===== src/rtl/link_seq_pkg.sv =====
// Shared definitions for the link sequencer slice.
// Contents:
//   - FSM state encodings and the state_e enum built from them
//   - ACT_NOP action code and the 2-bit completion status codes
//   - cmd_t, the packed host command as it is stored in the FIFO
//   - is_nop(), which classifies a command
package link_seq_pkg;

    localparam logic [1:0] IDLE_ENC       = 2'd0;
    localparam logic [1:0] WAIT_START_ENC = 2'd1;
    localparam logic [1:0] WAIT_DONE_ENC  = 2'd2;
    localparam logic [1:0] RESP_ENC       = 2'd3;

    typedef enum logic [1:0] {
        IDLE       = IDLE_ENC,
        WAIT_START = WAIT_START_ENC,
        WAIT_DONE  = WAIT_DONE_ENC,
        RESP       = RESP_ENC
    } state_e;

    localparam logic [2:0] ACT_NOP = 3'd0;

    localparam logic [1:0] ST_OK       = 2'b00;
    localparam logic [1:0] ST_START_TO = 2'b01;
    localparam logic [1:0] ST_DONE_TO  = 2'b10;
    localparam logic [1:0] ST_NOP      = 2'b11;

    // Field order sets the FIFO word layout: data in the MSBs, action in the LSBs.
    typedef struct packed {
        logic [7:0] data;
        logic       row;
        logic [1:0] col;
        logic [2:0] action;
    } cmd_t;

    localparam int CMD_W = 14;

    function automatic logic is_nop(input cmd_t c);
        return (c.action == ACT_NOP);
    endfunction

endpackage


===== src/rtl/link_sequencer_cmd_fifo.sv =====
// cmd_fifo: synchronous FIFO that holds pending host commands.
// Ports:
//   clk, rst            clock, synchronous active-high reset
//   i_wr_en, i_wr_data  write request and data; ignored while full
//   i_rd_en             pop the head entry; ignored while empty
//   o_rd_data           head entry (valid while not empty)
//   o_full, o_empty     registered status flags
module cmd_fifo #(
    parameter int DEPTH = 4,
    parameter int WIDTH = 14
) (
    input  logic             clk,
    input  logic             rst,
    input  logic             i_wr_en,
    input  logic [WIDTH-1:0] i_wr_data,
    input  logic             i_rd_en,
    output logic [WIDTH-1:0] o_rd_data,
    output logic             o_full,
    output logic             o_empty
);

    localparam int AW = (DEPTH > 1) ? $clog2(DEPTH) : 1;
    localparam int PW = AW + 1;

    logic [WIDTH-1:0] r_mem [DEPTH];
    // The extra MSB on each pointer tells a full FIFO apart from an empty one.
    logic [PW-1:0]    r_wr_ptr;
    logic [PW-1:0]    r_rd_ptr;
    logic             r_full;
    logic             r_empty;

    logic             w_wr;
    logic             w_rd;
    logic [PW-1:0]    w_wr_ptr_nxt;
    logic [PW-1:0]    w_rd_ptr_nxt;

    assign w_wr         = i_wr_en && !r_full;
    assign w_rd         = i_rd_en && !r_empty;
    assign w_wr_ptr_nxt = w_wr ? (r_wr_ptr + PW'(1)) : r_wr_ptr;
    assign w_rd_ptr_nxt = w_rd ? (r_rd_ptr + PW'(1)) : r_rd_ptr;

    // Pointers and flags; the flags are computed from the next pointers, so they are registered.
    always_ff @(posedge clk) begin
        if (rst) begin
            r_wr_ptr <= '0;
            r_rd_ptr <= '0;
            r_full   <= 1'b0;
            r_empty  <= 1'b1;
        end else begin
            r_wr_ptr <= w_wr_ptr_nxt;
            r_rd_ptr <= w_rd_ptr_nxt;
            r_empty  <= (w_wr_ptr_nxt == w_rd_ptr_nxt);
            r_full   <= (w_wr_ptr_nxt[PW-1] != w_rd_ptr_nxt[PW-1]) &&
                        (w_wr_ptr_nxt[AW-1:0] == w_rd_ptr_nxt[AW-1:0]);
        end
    end

    // Storage array. It needs no reset: the pointer reset discards the contents.
    always_ff @(posedge clk) begin
        if (w_wr) begin
            r_mem[r_wr_ptr[AW-1:0]] <= i_wr_data;
        end
    end

    assign o_rd_data = r_mem[r_rd_ptr[AW-1:0]];
    assign o_full    = r_full;
    assign o_empty   = r_empty;

endmodule


===== src/rtl/link_sequencer.sv =====
// link_sequencer: queues host cell commands and drives them one at a time onto
// the shared transmitter/receiver bus. For each command it waits for the busy
// flags to rise and then fall, and it returns one status pulse per command.
// Ports:
//   clk, rst                  clock, synchronous active-high reset
//   cmd_valid/cmd_ready       host handshake; cmd_data/row/col/action form the payload
//   d, row, col, action       registered bus toward the transmitter and receiver
//   t_busy, r_busy            busy flags from the transmitter and receiver
//   resp_valid, resp_status   one-cycle completion pulse and its status code
//   idle                      FSM idle and no commands queued
module link_sequencer
    import link_seq_pkg::*;
#(
    parameter int DEPTH    = 4,
    parameter int START_TO = 16,
    parameter int DONE_TO  = 256
) (
    input  logic       clk,
    input  logic       rst,
    input  logic       cmd_valid,
    output logic       cmd_ready,
    input  logic [7:0] cmd_data,
    input  logic       cmd_row,
    input  logic [1:0] cmd_col,
    input  logic [2:0] cmd_action,
    output logic [7:0] d,
    output logic       row,
    output logic [1:0] col,
    output logic [2:0] action,
    input  logic       t_busy,
    input  logic       r_busy,
    output logic       resp_valid,
    output logic [1:0] resp_status,
    output logic       idle
);

    localparam int TMAX = (START_TO > DONE_TO) ? START_TO : DONE_TO;
    localparam int TW   = (TMAX > 1) ? $clog2(TMAX) : 1;
    localparam logic [TW-1:0] START_LAST = TW'(START_TO - 1);
    localparam logic [TW-1:0] DONE_LAST  = TW'(DONE_TO - 1);

    state_e          r_state;
    logic [TW-1:0]   r_timer;
    logic [7:0]      r_d;
    logic            r_row;
    logic [1:0]      r_col;
    logic [2:0]      r_action;
    logic            r_resp_valid;
    logic [1:0]      r_resp_status;

    cmd_t            w_in_cmd;
    cmd_t            w_head;
    logic [CMD_W-1:0] w_head_bits;
    logic            w_full;
    logic            w_empty;
    logic            w_pop;
    logic            w_busy;

    assign w_in_cmd = {cmd_data, cmd_row, cmd_col, cmd_action};
    assign w_head   = cmd_t'(w_head_bits);
    assign w_pop    = (r_state == IDLE) && !w_empty;
    assign w_busy   = t_busy || r_busy;

    cmd_fifo #(
        .DEPTH (DEPTH),
        .WIDTH (CMD_W)
    ) u_fifo (
        .clk       (clk),
        .rst       (rst),
        .i_wr_en   (cmd_valid),
        .i_wr_data (w_in_cmd),
        .i_rd_en   (w_pop),
        .o_rd_data (w_head_bits),
        .o_full    (w_full),
        .o_empty   (w_empty)
    );

    // Command FSM. The bus and response outputs are registered and updated on the
    // transitions, so RESP shows action = NOP together with the resp_valid pulse.
    always_ff @(posedge clk) begin
        if (rst) begin
            r_state       <= IDLE;
            r_timer       <= '0;
            r_d           <= 8'd0;
            r_row         <= 1'b0;
            r_col         <= 2'd0;
            r_action      <= ACT_NOP;
            r_resp_valid  <= 1'b0;
            r_resp_status <= ST_OK;
        end else begin
            r_resp_valid <= 1'b0;
            case (r_state)
                IDLE: begin
                    if (!w_empty) begin
                        if (is_nop(w_head)) begin
                            // A NOP never reaches the bus; it is only acknowledged.
                            r_resp_valid  <= 1'b1;
                            r_resp_status <= ST_NOP;
                        end else begin
                            r_d      <= w_head.data;
                            r_row    <= w_head.row;
                            r_col    <= w_head.col;
                            r_action <= w_head.action;
                            r_timer  <= '0;
                            r_state  <= WAIT_START;
                        end
                    end
                end
                WAIT_START: begin
                    // On the last cycle, busy detection beats the timeout.
                    if (w_busy) begin
                        r_timer <= '0;
                        r_state <= WAIT_DONE;
                    end else if (r_timer == START_LAST) begin
                        r_action      <= ACT_NOP;
                        r_resp_valid  <= 1'b1;
                        r_resp_status <= ST_START_TO;
                        r_state       <= RESP;
                    end else begin
                        r_timer <= r_timer + TW'(1);
                    end
                end
                WAIT_DONE: begin
                    if (!w_busy) begin
                        r_action      <= ACT_NOP;
                        r_resp_valid  <= 1'b1;
                        r_resp_status <= ST_OK;
                        r_state       <= RESP;
                    end else if (r_timer == DONE_LAST) begin
                        r_action      <= ACT_NOP;
                        r_resp_valid  <= 1'b1;
                        r_resp_status <= ST_DONE_TO;
                        r_state       <= RESP;
                    end else begin
                        r_timer <= r_timer + TW'(1);
                    end
                end
                RESP: begin
                    r_state <= IDLE;
                end
                default: begin
                    r_action <= ACT_NOP;
                    r_state  <= IDLE;
                end
            endcase
        end
    end

    assign cmd_ready   = !w_full;
    assign d           = r_d;
    assign row         = r_row;
    assign col         = r_col;
    assign action      = r_action;
    assign resp_valid  = r_resp_valid;
    assign resp_status = r_resp_status;
    assign idle        = (r_state == IDLE) && w_empty;

endmodule

===== config.mk =====
export PLATFORM = sky130hd
export DESIGN_NAME = link_sequencer
export DESIGN_NICKNAME = d
export VERILOG_FILES = /design/src/rtl/link_seq_pkg.sv /design/src/rtl/link_sequencer_cmd_fifo.sv /design/src/rtl/link_sequencer.sv
export SDC_FILE = /design/constraint.sdc
export NUM_CORES = 1
export LEC_CHECK = 0
export ABC_AREA = 1
export BUFFER_PORTS_ARGS = -buffer_cell sky130_fd_sc_hd__clkbuf_2
export CORE_ASPECT_RATIO = 0.6
export CORE_UTILIZATION = 45
export DETAILED_ROUTE_END_ITERATION = 16
export GPL_TIMING_DRIVEN = 0
export PLACE_DENSITY = 0.7
export SETUP_SLACK_MARGIN = 0.4
export SYNTH_ARGS = -nofsm -noshare
export SYNTH_HDL_FRONTEND = slang
export SYNTH_HIERARCHICAL = 1
export SYNTH_SLANG_ARGS = --single-unit

===== constraint.sdc =====
create_clock -name clk -period 2.1 [get_ports clk]
set_input_delay 0.105 -clock clk [delete_from_list [all_inputs] [get_ports clk]]
set_output_delay 0.105 -clock clk [all_outputs]
set_load 0.01 [all_outputs]

==> run_results.csv <==
group,metric,value,unit
drt,ant_nets,0,
drt,drc,0,
power_and_ir_drop,leakagePower,2.30,nW
cts,ctsLongestPathBuffers,2,
power_and_ir_drop,sw_frac_of_total,35.2,%
cells_and_area,diodes,0,
timing,setup_slack,172,ps
critical_path,critPathLaunchType,"flop",
cts,cts_tree,"done",
cts,cts.clk_slew.worst_paths,70,ps
synth,synthesis.nets,487,
drt,via_count,3535,
placement,routabilityCongestion,0.873,
placement,dp_slack,-243,ps
critical_path,r2r_end,"r_timer[3]",
cts,clock_latency,340,ps
cts,cts_buffers,9,
floorplan,die_height,76.5,um
run,drv_cap,0,
synth,yosysTopAreaCell,"edfxtp_1",
floorplan,coreArea,0.00875,mm^2
grt,grt_max_degree,18,
timing,clock.fmax,519,MHz
power_and_ir_drop,p_int,4.20,mW
hold_path,min_path_type,"in -> reg",
synth,ys.flop_type,"edfxtp_1",
synth,ys_warn_count,6,
power_and_ir_drop,power_density,1160,mW/mm^2
power_and_ir_drop,power_frac_comb,37.2,%
placement,dp_hpwl,6.71,mm
grt,antenna_found_initial,0,
grt,grt_pass1_wl,17.1,mm
drt,routedWlPerCell,15.9,um
drt,wl,10.6,mm
cts,htreeDepth,3,
critical_path,crit_required,2340,ps
drt,drtIter0Drc,382,
floorplan,initial_core_util,47.6,%
critical_path,setup.worst_path.start,"u_fifo/r_rd_ptr[0]",
critical_path,crit_end,"r_timer[3]",
synth,synth_seq_cells,91,
timing,slew_headroom,57.8,%
placement,numPortBuffers,37,
floorplan,die_x,126,um
cells_and_area,final_common_cell,"nand2_1",
drt,firstDrtPassIters,5,
timing,finalSetupViolCount,0,
power_and_ir_drop,seq_power_share,35.3,%
timing,fin_crit_sh,91.8,%
power_and_ir_drop,clockPowerShare,27.5,%
power_and_ir_drop,switchingPower,2.28,mW
synth,synth_area_leaders,"edfxtp_1 40%, dfxtp_1 17%, nand2_1 7.1%, nor2_1 6.3%, o21ai_0 4.8%",
run_status,status,"completed",
critical_path,reg2regPathDepth,12,
timing,hold_viol,0,
floorplan,die_area,0.00966,mm^2
critical_path,crit_fanout,7,
timing,rsz0062_at_grt,"yes",
timing,fin_crit,1930,ps
power_and_ir_drop,irDropWorstVdd,0.515,mV
cells_and_area,final_nets,580,
synth,ys_types,28,
grt,grt_use_total,23.4,%
critical_path,r2r_start,"u_fifo/r_rd_ptr[0]",
cts,cts_root_buffer,"clkbuf_16",
synth,synth_top_area_share,40.4,%
timing,slew_viol_final,0,
floorplan,num_io_pins,38,
synth,synth.avg_cell_area,9.11,um^2
cells_and_area,syn2layout_area_growth,33.9,%
grt,overflow,0,
synth,syn_area,0.00417,mm^2
critical_path,r2r_setup_slack,170,ps
cts,numClockSinks,91,
timing,worstMarginPinSlew,633,ps
synth,synth-edff-count,56,
drt,via_per_inst,5.30,
timing,clock_skew,4.91,ps
grt,grt_pass1_vias,3349,
critical_path,crit_type,"reg -> reg",
cells_and_area,drive_above_1_share,31.7,%
critical_path,worst_setup_path_end_kind,"flop",
synth,netlist_instances,457,
critical_path,crit_arrival,2160,ps
synth,ys_async_sr_fraction,0,%
floorplan,row_count,26,
cells_and_area,layout_common_cells,"76 x nand2_1, 57 x nor2_1, 56 x edfxtp_1",
cells_and_area,final_core_util,63.7,%
synth,yosysSeqAreaShare,57.2,%
metrics by stage:
step                      setup TNS (ps)  hold WS (ps)  total power, mW  area [um^2]  std cells
after floorplan                        0           170             3.47         4190        457
after global placement             -2570           326             3.89         4510        606
after detailed placement           -4410           325             3.97         4510        606
after CTS                              0          18.9             6.22         5460        660
after global routing                   0          27.0             6.83         5580        667
final                                  0          39.6             6.48         5580        667
timing repair:
item                       4_1_cts  5_1_grt
gates resized for setup         92       19
hold endpoints to repair        52        0
setup buffers                   22        7
hold buffers                    13        0
setup endpoints to repair       74       42
gates cloned                     3        0
pin swaps                       11       16
Yosys cell counts, types with 2 or more instances:
library cell,instances
inv_2,5
nand3_1,18
nand2_1,79
o21ai_1,3
ha_1,11
nor2_2,6
nand3b_1,3
buf_4,2
dfxtp_1,35
nor2_4,2
clkbuf_1,2
a21oi_1,19
nor2_1,70
o21ai_0,40
buf_2,5
o22ai_1,14
inv_1,50
nand3_2,2
edfxtp_1,56
nand2_2,15
nand4_1,13
layer usage:
metal | vias up | routed length [um] | global-route usage [%]
met1 | 1660 | 4920 | 32.1
met2 | 143 | 4670 | 36.4
met3 | 13 | 884 | 5.90
met4 | 0 | 135 | 6.99
met5 | - | 0 | 0
li1 | 1719 | - | -
worst min path at each step:
stage	from	slack, ps	end	cells after the start
after floorplan	rst	170	u_fifo/r_rd_ptr[0]	1
after global placement	cmd_data[2]	330	u_fifo/r_mem[0][8]	1
after detailed placement	cmd_data[2]	330	u_fifo/r_mem[0][8]	1
after CTS	cmd_action[0]	20	u_fifo/r_mem[1][0]	1
after global routing	cmd_action[0]	30	u_fifo/r_mem[0][0]	1
final	cmd_action[0]	40	u_fifo/r_mem[1][0]	1
sequential cells by signal (all words and copies together) (netlist names):
signal,count
u_fifo/r_rd_ptr,3
r_state,2
col,2
u_fifo/r_mem,56
u_fifo/o_full,1
d,8
resp_valid,1
row,1
u_fifo/o_empty,1
resp_status,2
u_fifo/r_wr_ptr,3
r_timer,8
action,3
cell type report:
type	count	area [um^2]
clock inverters	7	106
plain buffers	12	154
fillers	679	3180
inverters	55	220
well taps	112	140
clock buffers	9	225
flip-flops and latches	91	2390
repair buffers	81	579
multi-input cells	300	1760
critical path: stages (launching register included):
cell     delay (ps)
dfxtp_4         370
inv_4            50
buf_6           120
buf_8           110
nor2_4           30
o22ai_2         210
nor2_2           80
nand3_1         110
nand2_2          80
nor2_4          270
nand3_4         160
o21ai_1         180
nor2_1           50
kinds of logic after synthesis:
kind of cell,count (synthesis),share of synthesized area (%)
AND/OR/NAND/NOR,211,23.1
buffers and inverters,67,6.64
flip-flops,91,57.2
adder cells (fa/ha/maj),11,3.30
AO/OA/AOI/OAI,76,9.55
XOR/XNOR,1,0.210
power by group through the flow:
stage	Clock, mW	Combinational (mW)	Sequential [mW]
6_report	1.78	2.41	2.28
5_1_grt	1.88	2.64	2.31
4_1_cts	1.81	2.14	2.27
3_5_place_dp	0	1.67	2.30
3_3_place_gp	0	1.61	2.28
2_1_floorplan	0	1.15	2.32
Note: power is estimated with default switching activity, not from simulation.
